[src/rtl/inst_fetch_sequencer.sv]
`default_nettype none
// ============================================================================
// Module   : inst_fetch_sequencer
// Brief    : Multicycle fetch/sequence stage; owns PC, delay-slot NPC and IR.
// Revision : 1.0
// ============================================================================
module inst_fetch_sequencer #(
    parameter logic [31:0] RESET_VECTOR = 32'hBFC00000
) (
    input  logic        clk,
    input  logic        reset,
    input  logic        waitrequest,
    input  logic [31:0] readdata,
    input  logic        MemRead,
    input  logic        MemWrite,
    input  logic        jumptrue,
    input  logic        branchtrue,
    input  logic        jrtrue,
    input  logic [31:0] readdata1,
    output logic [31:0] fetch_address,
    output logic        fetch_read,
    output logic        mem_phase,
    output logic [31:0] inst,
    output logic [31:0] pc,
    output logic [31:0] link_addr,
    output logic        end_of_inst_reg,
    output logic        end_of_inst_store,
    output logic        end_j,
    output logic        active
);

    typedef enum logic [1:0] {
        S_FETCH  = 2'd0,
        S_EXEC   = 2'd1,
        S_MEM    = 2'd2,
        S_HALTED = 2'd3
    } state_t;

    localparam logic [31:0] C_INST_STEP = 32'd4;
    localparam logic [31:0] C_LINK_OFS  = 32'd8;

    state_t      r_state_q, w_state_d;
    logic [31:0] r_pc_q, w_pc_d;
    logic [31:0] r_npc_q, w_npc_d;
    logic [31:0] r_inst_q, w_inst_d;
    logic [31:0] r_rs_q, w_rs_d;

    logic        w_complete;
    logic        w_take;
    logic        w_strb_reg;
    logic        w_strb_store;
    logic        w_strb_j;
    logic [31:0] w_pc_plus4;
    logic [31:0] w_br_off;
    logic [31:0] w_jr_target;
    logic [31:0] w_target;

    assign w_pc_plus4  = r_pc_q + C_INST_STEP;
    assign w_br_off    = {{14{r_inst_q[15]}}, r_inst_q[15:0], 2'b00};
    assign w_take      = jrtrue | jumptrue | branchtrue;
    // A jump completing from MEM still uses the rs value captured in EXEC.
    assign w_jr_target = (r_state_q == S_EXEC) ? readdata1 : r_rs_q;

    always_comb begin
        if (jrtrue) begin
            w_target = w_jr_target;
        end else if (jumptrue) begin
            w_target = {w_pc_plus4[31:28], r_inst_q[25:0], 2'b00};
        end else begin
            w_target = w_pc_plus4 + w_br_off;
        end
    end

    always_comb begin
        w_state_d    = r_state_q;
        w_pc_d       = r_pc_q;
        w_npc_d      = r_npc_q;
        w_inst_d     = r_inst_q;
        w_rs_d       = r_rs_q;
        w_complete   = 1'b0;
        w_strb_reg   = 1'b0;
        w_strb_store = 1'b0;
        w_strb_j     = 1'b0;

        case (r_state_q)
            S_FETCH: begin
                if (!waitrequest) begin
                    w_inst_d  = readdata;
                    w_state_d = S_EXEC;
                end
            end
            S_EXEC: begin
                w_rs_d = readdata1;
                if (MemRead | MemWrite) begin
                    w_state_d = S_MEM;
                end else begin
                    w_complete = 1'b1;
                    w_strb_j   = w_take;
                    w_strb_reg = ~w_take;
                end
            end
            S_MEM: begin
                if (!waitrequest) begin
                    w_complete   = 1'b1;
                    w_strb_store = MemWrite;
                    w_strb_reg   = ~MemWrite;
                end
            end
            default: begin
                w_state_d = S_HALTED;
            end
        endcase

        // The delay slot falls out naturally: pc always advances to npc.
        if (w_complete) begin
            w_pc_d    = r_npc_q;
            w_npc_d   = w_take ? w_target : (r_npc_q + C_INST_STEP);
            w_state_d = (r_npc_q == 32'h0) ? S_HALTED : S_FETCH;
        end
    end

    always_ff @(posedge clk or posedge reset) begin
        if (reset) begin
            r_state_q <= S_FETCH;
            r_pc_q    <= RESET_VECTOR;
            r_npc_q   <= RESET_VECTOR + C_INST_STEP;
            r_inst_q  <= 32'h0;
            r_rs_q    <= 32'h0;
        end else begin
            r_state_q <= w_state_d;
            r_pc_q    <= w_pc_d;
            r_npc_q   <= w_npc_d;
            r_inst_q  <= w_inst_d;
            r_rs_q    <= w_rs_d;
        end
    end

    assign fetch_address     = r_pc_q;
    assign fetch_read        = (r_state_q == S_FETCH) & ~reset;
    assign mem_phase         = (r_state_q == S_MEM);
    assign inst              = r_inst_q;
    assign pc                = r_pc_q;
    assign link_addr         = r_pc_q + C_LINK_OFS;
    assign end_of_inst_reg   = w_strb_reg;
    assign end_of_inst_store = w_strb_store;
    assign end_j             = w_strb_j;
    assign active            = (r_state_q != S_HALTED);

endmodule
`default_nettype wire
[config.mk]
export PLATFORM = sky130hd
export DESIGN_NAME = inst_fetch_sequencer
export DESIGN_NICKNAME = d
export VERILOG_FILES = /design/src/rtl/inst_fetch_sequencer.sv
export SDC_FILE = /design/constraint.sdc
export NUM_CORES = 1
export LEC_CHECK = 0
export CAP_MARGIN = 20
export CORE_UTILIZATION = 45
export CTS_CLUSTER_DIAMETER = 50
export DETAILED_ROUTE_END_ITERATION = 8
export PLACE_DENSITY = 0.84
export SYNTH_ARGS = -nofsm -noshare
export SYNTH_HDL_FRONTEND = slang
export SYNTH_SLANG_ARGS = --single-unit
[constraint.sdc]
create_clock -name clk -period 5.7 [get_ports clk]
set_input_delay 1.14 -clock clk [delete_from_list [all_inputs] [get_ports clk]]
set_output_delay 1.14 -clock clk [all_outputs]
set_load 0.02 [all_outputs]
==> impl_metrics.ini, run 1 <==
[finish]
syn2layout_area_growth_pct = 27.7
fillers = 1736
final_cells = 1486
drive_gt1_share_pct = 12.3
n_antenna_cell = 0
final_core_util_pct = 58.6
fin_nets = 1319

[clock_tree]
path_clk_slew_ns = 0.05
insertion_delay_ns = 0.43
cts-resized-gates = 0
clock-sinks = 130
root_buffer = clkbuf_16
htree_levels = 4
cts.path.max_buffers = 2
cts_hold_buffers = 0
cts_buffers = 17
cts_tree = yes
post-cts-setup-buffer-count = 0

[synthesis]
ys_top_cells_by_count = nand2_1, dfrtp_1, a21oi_1
synth_flop_cell = dfrtp_1
synth_most_common_cell = nand2_1
avgSynthCellArea_sq_um = 8.72
netlist.area_leader.share_pct = 29.9
synth_async_sr_flop_share_pct = 100
yosys.area.top_type = dfrtp_1
syn_nets = 1181
synthTopCellsByArea = dfrtp_1, mux2_2, nand2_1, ha_1, dfstp_2
synthesis.area_sq_um = 9290
ys_seq_area_share_pct = 35.3
synth_edf_count = 0
netlist_instances = 1065
ys_warn_count = 0
synth.ff_latch_count = 130
synth_cell_types = 84

[drt]
antenna_left = 0
drt_iter0_markers = 839
totalWireLength_um = 29000
drt-pass1-iter-count = 6
routedWlPerCell_um = 19.5
vias = 8707
vias_per_cell = 5.86
drc = 0

[worst_setup_path]
setup.worst_path.start_class = flip-flop
worstPathRequired_ns = 4.56
end_kind = primary output
cp.arrival_ns = 3.21
worst-setup-path-type = reg2out
path_max_fanout = 9

[placement]
post-place-cells = 1454
io_buffer_count = 205
pre_cts_ws_ns = 1.55
gp_congestion = 0.964
dp_hpwl_um = 21000

[flow_run]
drv_cap = 0

[floorplanning]
initial_core_util_pct = 45.9
rows = 52
dieArea_sq_um = 21200
die_x_um = 146
coreArea_sq_um = 20200
num_io_pins = 206
fp.dieH_um = 146

[power_and_ir_drop]
power_density_nw_per_um2 = 181
switchingPower_uw = 496
ir_drop_mv = 0.194
p_leak_nw = 5.33
switching_share_pct = 23.1
p_int_mw = 1.65
p_comb_share_pct = 5.6
pwr-share-clk_pct = 51.3
seq_power_share_pct = 43.0

[timing]
rsz0062_at_grt = no
fin_setup_tns_ns = 0
setup_viol = 0
worst_pin_slew_ns = 1.05
max_slew_margin_pct = 29.8
fmaxAchievable_mhz = 230
finalClockSkew_ns = 0.0107
drv_slew = 0
hold_viol = 0
fin_crit_sh_pct = 76.3
fin_crit_ns = 4.35
setup_ws_ns = 1.35
hold_slack_ns = 0.499

[grt]
grt_usage_pct = 27.2
grt_max_degree = 112
antenna_found_initial = 0
first_global_vias = 8353
grt_overflow = 0
grt_pass1_wl_um = 45200

[run_status]
outcome = completed

[worst_hold_path]
hp-class = reg2reg
through the flow:
step	cell area, sq um	total power, mW
2_1_floorplan	9290	0.988
3_3_place_gp	11300	1.06
3_5_place_dp	11300	1.06
4_1_cts	11900	2.16
5_1_grt	11900	2.21
6_report	11900	2.15
critical path, cell delays in order (launching register included):
cell and delay [ns]:
dfrtp_1 0.51, ha_1 0.31, and3_1 0.37, and4_4 0.33
nor2b_4 0.19, and3_4 0.23, nand3_1 0.09, xnor2_1 0.14
clkdlybuf4s50_1 0.61
registers in the layout, indices dropped and copies added (netlist names):
name	count
fetch_address	32
inst	32
r_npc_q	32
r_rs_q	32
r_state_q	2
final timing paths:
kind / start / to / slack, ns / depth (start not counted)
max: fetch_address[4] / link_addr[31] / 1.35 / 8
min reg2reg: r_rs_q[5] / r_rs_q[5] / 0.50 / 1
min: r_rs_q[5] / r_rs_q[5] / 0.50 / 1
max reg2reg: fetch_address[4] / r_npc_q[25] / 1.48 / 16
max in group asynchronous: reset / fetch_address[9] / 3.74 / 3
min in group asynchronous: reset / inst[30] / 1.05 / 2
cells in the final DEF (no fill, tap or decap), types with 7 or more instances in the layout:
master,instances
xor2_1,34
o22ai_1,8
a21oi_1,81
a211oi_1,10
inv_1,20
nand4_1,22
a21o_1,17
dfstp_2,19
nand3_1,35
clkdlybuf4s50_1,205
buf_4,11
mux2_2,63
dfrtp_1,111
ha_1,43
a31oi_1,11
clkbuf_16,17
and3_1,8
nor3_1,10
xnor2_1,45
nor2_1,71
nand2_1,165
o31ai_1,10
o21a_1,9
nor4_1,11
o21ai_1,7
o21ai_0,43
cells by family after synthesis:
family / count (synthesis) / synth area share, %
AND/OR/NAND/NOR: 369 / 18.7
AO/OA/AOI/OAI: 255 / 17.7
flip-flops: 130 / 35.3
buffers and inverters: 120 / 6.55
XOR/XNOR: 80 / 7.63
multiplexers: 67 / 8.14
adder cells (fa/ha/maj): 44 / 6.01
area by class of cell:
cell class	count	area (sq um)	share of cell area [%]
Clock buffer	20	457	3.85
Clock inverter	12	131	1.11
Inverter	22	85.1	0.717
Multi-Input combinational cell	815	5420	45.7
Sequential cell	130	3280	27.6
Tap cell	270	338	2.85
Timing Repair Buffer	217	2150	18.2
layer usage:
layer	routed length [um]	share of wire [%]	global-route usage [%]
met5	0	0	0
met3	2170	7.5	5.61
met4	1080	3.7	12.6
met2	14100	49	46.0
met1	11700	40	33.4
power groups by stage:
stage	logic (mW)	registers (mW)	clock network, mW
6_report	0.121	0.924	1.10
5_1_grt	0.131	0.923	1.15
4_1_cts	0.121	0.924	1.11
3_5_place_dp	0.120	0.940	0
3_3_place_gp	0.119	0.940	0
2_1_floorplan	0.0480	0.940	0
No activity file was read; power rests on OpenSTA's default activity.
==> inputs of run 2 (changes only) <==
--- a/config.mk
+++ b/config.mk
@@ -9,7 +9,7 @@
 export CORE_UTILIZATION = 45
 export CTS_CLUSTER_DIAMETER = 50
 export DETAILED_ROUTE_END_ITERATION = 8
-export PLACE_DENSITY = 0.84
+export PLACE_DENSITY = 0.87
 export SYNTH_ARGS = -nofsm -noshare
 export SYNTH_HDL_FRONTEND = slang
 export SYNTH_SLANG_ARGS = --single-unit
==> constraint.sdc (replaced) <==
create_clock -name clk -period 3.5 [get_ports clk]
set_input_delay 0.7 -clock clk [delete_from_list [all_inputs] [get_ports clk]]
set_output_delay 0.7 -clock clk [all_outputs]
set_load 0.02 [all_outputs]
==> run 2 against run 1 <==
Net effect:
- the run now ends with setup timing left
- register-to-register slack worse by 1.5 ns
- clock skew up 0.00085 ns
- sequential power increased by 62%
- design area rose by 8.2%
- global-route usage is 1.6 points higher
- cell count up 6.0%
- core utilization rose by 4.8 points
- via count rose by 6.2%
- count of clock-buffer cells in the layout unchanged
- sequential cell count is the same
- hold slack worse by 0.0044 ns
- routed wire length rose by 6.3%
- critical path type is now reg2reg
- largest power group unchanged
==> impl_metrics.ini, run 2 (same netlist as run 1, synthesis figures left out) <==
[clock_tree]
root_buffer = clkbuf_16
clock-sinks = 130
cts_buffers = 17
cts_tree = yes
path_clk_slew_ns = 0.07
insertion_delay_ns = 0.43
cts_hold_buffers = 0
cts.path.max_buffers = 2
htree_levels = 4

[worst_setup_path]
path_max_fanout = 5
worst-setup-path-type = reg2reg
end_kind = flip-flop
cp.arrival_ns = 3.84
setup.worst_path.start_class = flip-flop
worstPathRequired_ns = 3.84

[finish]
final_common_cell = clkdlybuf4s50_1
drive_gt1_share_pct = 22.5
fin_area_sq_um = 12800
register_area_sq_um = 3290
final_cells = 1575
fillers = 1628
fin_nets = 1408
multi_input_comb_area_sq_um = 5680
final_core_util_pct = 63.5
layout_common_cells = clkdlybuf4s50_1, nand2_1, dfrtp_1
n_antenna_cell = 0
syn2layout_area_growth_pct = 38.3

[timing]
drv_slew = 0
fin_setup_tns_ns = -0.00630
setup_viol = 1
setup_ws_ns = -0.00630
rsz0062_at_grt = yes
max_slew_margin_pct = 43.7
worst_pin_slew_ns = 0.836
fmaxAchievable_mhz = 285
hold_slack_ns = 0.494
fin_crit_sh_pct = 100
fin_crit_ns = 3.51
finalClockSkew_ns = 0.0115
hold_viol = 0

[power_and_ir_drop]
p_int_mw = 2.65
power_density_nw_per_um2 = 273
switchingPower_uw = 848
seq_power_share_pct = 43.0
ir_drop_mv = 0.347
pwr-share-clk_pct = 51.2
power_mw = 3.50
p_leak_nw = 5.89
p_comb_share_pct = 5.9
switching_share_pct = 24.2

[placement]
placedInstanceArea_sq_um = 11900
io_buffer_count = 205
dp_hpwl_um = 22800
post-place-cells = 1526
gp_congestion = 0.948
pre_cts_ws_ns = -0.0661

[grt]
grt_max_degree = 56
grt_pass1_wl_um = 48000
first_global_vias = 9100
grt_overflow = 0
grt_usage_pct = 28.9
antenna_found_initial = 0

[floorplanning]
rows = 52
coreArea_sq_um = 20200
dieArea_sq_um = 21200
num_io_pins = 206
die_x_um = 146
fp.dieH_um = 146
initial_core_util_pct = 45.9

[drt]
drt_iter0_markers = 757
drt-pass1-iter-count = 5
vias = 9249
routedWlPerCell_um = 19.6
vias_per_cell = 5.87
totalWireLength_um = 30800
drc = 0
antenna_left = 0

[run_status]
outcome = finished with violations
violations = setup timing

[flow_run]
drv_cap = 0

[worst_hold_path]
hp-class = reg2reg
[run 2: area by class of cell]
cell class / count / share of cell area [%]
Timing Repair Buffer: 306 / 22.3
Sequential cell: 130 / 25.6
Tap cell: 270 / 2.63
Clock buffer: 20 / 3.63
Clock inverter: 12 / 0.926
Inverter: 22 / 0.672
Multi-Input combinational cell: 815 / 44.3
[run 2: metal layers]
| metal | track usage [%] | wire length, um | vias to the layer above |
|---|---|---|---|
| li1 | - | - | 4211 |
| met1 | 34.6 | 12200 | 4461 |
| met3 | 4.98 | 2150 | 105 |
| met2 | 50.3 | 15100 | 472 |
| met5 | 0 | 0 | - |
| met4 | 13.7 | 1440 | 0 |
[run 2: power groups by stage]
stage          combinational (mW)  sequential [mW]  clock [mW]
2_1_floorplan              0.0785             1.53           0
3_3_place_gp                0.200             1.53           0
3_5_place_dp                0.204             1.53           0
4_1_cts                     0.205             1.50        1.80
5_1_grt                     0.222             1.50        1.86
6_report                    0.206             1.50        1.79
[run 2: worst paths after layout]
check	start	end	slack (ns)	cells past startpoint
min in group asynchronous	reset	inst[22]	0.71	2
min	fetch_address[31]	fetch_address[31]	0.49	2
max	fetch_address[3]	r_npc_q[25]	-0.006	16
max in group asynchronous	reset	fetch_address[10]	2.05	3
min reg2reg	fetch_address[31]	fetch_address[31]	0.49	2
max reg2reg	fetch_address[3]	r_npc_q[25]	-0.006	16
[run 2: critical path, cell delays in order (launching register included)]
cell      delay, ns
dfrtp_2        0.39
ha_2           0.20
nand3_2        0.08
or2_4          0.27
nor2_4         0.15
xor2_1         0.09
ha_1           0.36
and3_1         0.21
nand4_1        0.14
a21oi_2        0.17
o211ai_1       0.10
buf_4          0.16
a221oi_4       0.34
a21boi_1       0.12
xnor2_1        0.15
a2111o_1       0.40
o311ai_1       0.08
[run 2: repair_timing]
action                     CTS  global route
pin swaps                    4            24
hold endpoints to repair     0             0
setup endpoints to repair    7            18
buffers inserted             4            13
resized for setup           12            46
==> inputs of run 3 (changes only) <==
--- a/config.mk
+++ b/config.mk
@@ -7,9 +7,10 @@
 export LEC_CHECK = 0
 export CAP_MARGIN = 20
 export CORE_UTILIZATION = 45
-export CTS_CLUSTER_DIAMETER = 50
+export CTS_CLUSTER_DIAMETER = 30
 export DETAILED_ROUTE_END_ITERATION = 8
 export PLACE_DENSITY = 0.87
+export SKIP_CTS_REPAIR_TIMING = 1
 export SYNTH_ARGS = -nofsm -noshare
 export SYNTH_HDL_FRONTEND = slang
 export SYNTH_SLANG_ARGS = --single-unit
==> run 3 against run 2 <==
Net effect:
- design area decreased by 0.20%
- non-clock buffer count shrank 5
- cell count down 0.32%
- clock skew grew 0.0025 ns
- largest power group unchanged
- via count fell by 0.81%
- the run still ends with setup timing left
- combinational power barely moved
==> impl_metrics.ini, run 3 (same netlist as run 1, synthesis figures left out) <==
[grt]
grt_max_degree = 56
antenna_found_initial = 0
first_global_vias = 9023
grt_pass1_wl_um = 47700
grt_usage_pct = 28.7
grt_overflow = 0

[worst_setup_path]
setup.worst_path.start_class = flip-flop
worst-setup-path-type = reg2reg
crit_path_start = fetch_address[6]
path_max_fanout = 4
cpPeakStageDelay_ns = 0.40
path_cells = and3_4, nand3_2, or2_4, buf_4, xnor2_1, ha_1, and3_1, nand4_1, a21oi_2, o211ai_1, buf_4, a221oi_4, a21boi_1, xnor2_1, a2111o_1, o311ai_1
worstPathRequired_ns = 3.84
cp_top_family = compound AO/OA/AOI/OAI gates
ff2ff_path_depth = 16
rr_startpoint = fetch_address[6]
rrSetupSlack_ns = -0.03
critical_path.slowest_cell = a2111o_1
cp_num_cells = 16
end_kind = flip-flop
path_buf_inv = 2
cp.arrival_ns = 3.87

[finish]
n_antenna_cell = 0
fillers = 1638
layout_common_cells = clkdlybuf4s50_1, nand2_1, dfrtp_1
final_common_cell = clkdlybuf4s50_1
fin_area_sq_um = 12800
final_cells = 1570
drive_gt1_share_pct = 22.1
fin_nets = 1403
syn2layout_area_growth_pct = 38.0

[floorplanning]
coreArea_sq_um = 20200
dieArea_sq_um = 21200
initial_core_util_pct = 45.9
num_io_pins = 206
fp.dieH_um = 146
rows = 52
die_x_um = 146

[power_and_ir_drop]
p_int_mw = 2.65
ir_drop_mv = 0.336
power_density_nw_per_um2 = 273
switching_share_pct = 24.1
seq_power_share_pct = 43.1
p_comb_share_pct = 5.9
p_leak_nw = 5.90
pwr-share-clk_pct = 51.1
switchingPower_uw = 841

[flow_run]
drv_cap = 0

[drt]
vias_per_cell = 5.84
vias = 9174
drc = 0
drt_iter0_markers = 702
antenna_left = 0
totalWireLength_um = 30600
routedWlPerCell_um = 19.5
drt-pass1-iter-count = 6

[clock_tree]
cts_tree = yes
insertion_delay_ns = 0.43
path_clk_slew_ns = 0.07
cts_buffers = 17
cts.path.max_buffers = 2
root_buffer = clkbuf_16
clock-sinks = 130
htree_levels = 4

[worst_hold_path]
hp-class = reg2reg
hold_start = r_npc_q[29]
whs_path_depth = 2

[timing]
finalClockSkew_ns = 0.0140
fin_crit_sh_pct = 101
rsz0062_at_grt = yes
hold_viol = 0
worst_pin_slew_ns = 0.842
fin_crit_ns = 3.53
max_slew_margin_pct = 43.3
fmaxAchievable_mhz = 283
drv_slew = 0
setup_viol = 1
setup_ws_ns = -0.0313

[placement]
post-place-cells = 1526
dp_hpwl_um = 22800
io_buffer_count = 205
gp_congestion = 0.948
placedInstanceArea_sq_um = 11900

[run_status]
violations = setup timing
outcome = finished with violations
## run 3: final timing paths
| path | endpoint |
|---|---|
| worst max-delay path | r_npc_q[25] |
| worst min-delay path | fetch_address[29] |
| worst max register to register | r_npc_q[25] |
| worst min register to register | fetch_address[29] |
| max in group asynchronous | fetch_address[10] |
| min in group asynchronous | inst[22] |
## run 3: metrics by stage
step | setup TNS (ns) | hold slack (ns) | total power [mW] | setup slack, ns | util, %
after global placement | 0 | 0.481 | 1.73 | 0.0468 | 58.8
after floorplan | -0.348 | 0.447 | 1.61 | -0.131 | -
final | -0.0313 | 0.493 | 3.49 | -0.0313 | 63.3
after global routing | -0.668 | 0.515 | 3.58 | -0.196 | 63.3
after CTS | -0.628 | 0.494 | 3.51 | -0.160 | 61.7
after detailed placement | -0.134 | 0.486 | 1.73 | -0.0661 | 58.8
## run 3: cell type report
cell class	instances	area (sq um)	share of cell area (%)
well taps	270	338	2.64
clock buffers	20	467	3.64
clock inverters	12	119	0.928
multi-input cells	815	5680	44.3
flip-flops and latches	130	3290	25.7
inverters	22	86.3	0.674
repair buffers	301	2840	22.1
## run 3: worst min-delay path, delay by kind of cell, from the launching register on
| kind | cells | cell delay, ns |
|---|---|---|
| and+or+nand+nor | 2 | 0.10 |
| DFF | 1 | 0.40 |
## run 3: power by group through the flow
stage                     clock network [mW]  registers (mW)  logic, mW
after floorplan                            0            1.53     0.0785
after global placement                     0            1.53      0.200
after detailed placement                   0            1.53      0.204
after CTS                               1.80            1.50      0.205
after global routing                    1.86            1.50      0.222
final                                   1.78            1.50      0.205
## run 3: per-layer routing
layer | share of wire, % | vias to the layer above | routed length [um] | global-route usage (%)
li1 | - | 4213 | - | -
met1 | 39 | 4418 | 12000 | 34.3
met2 | 50 | 464 | 15300 | 50.4
met3 | 6.9 | 79 | 2110 | 4.89
met4 | 3.8 | 0 | 1170 | 13.1
met5 | 0 | - | 0 | 0
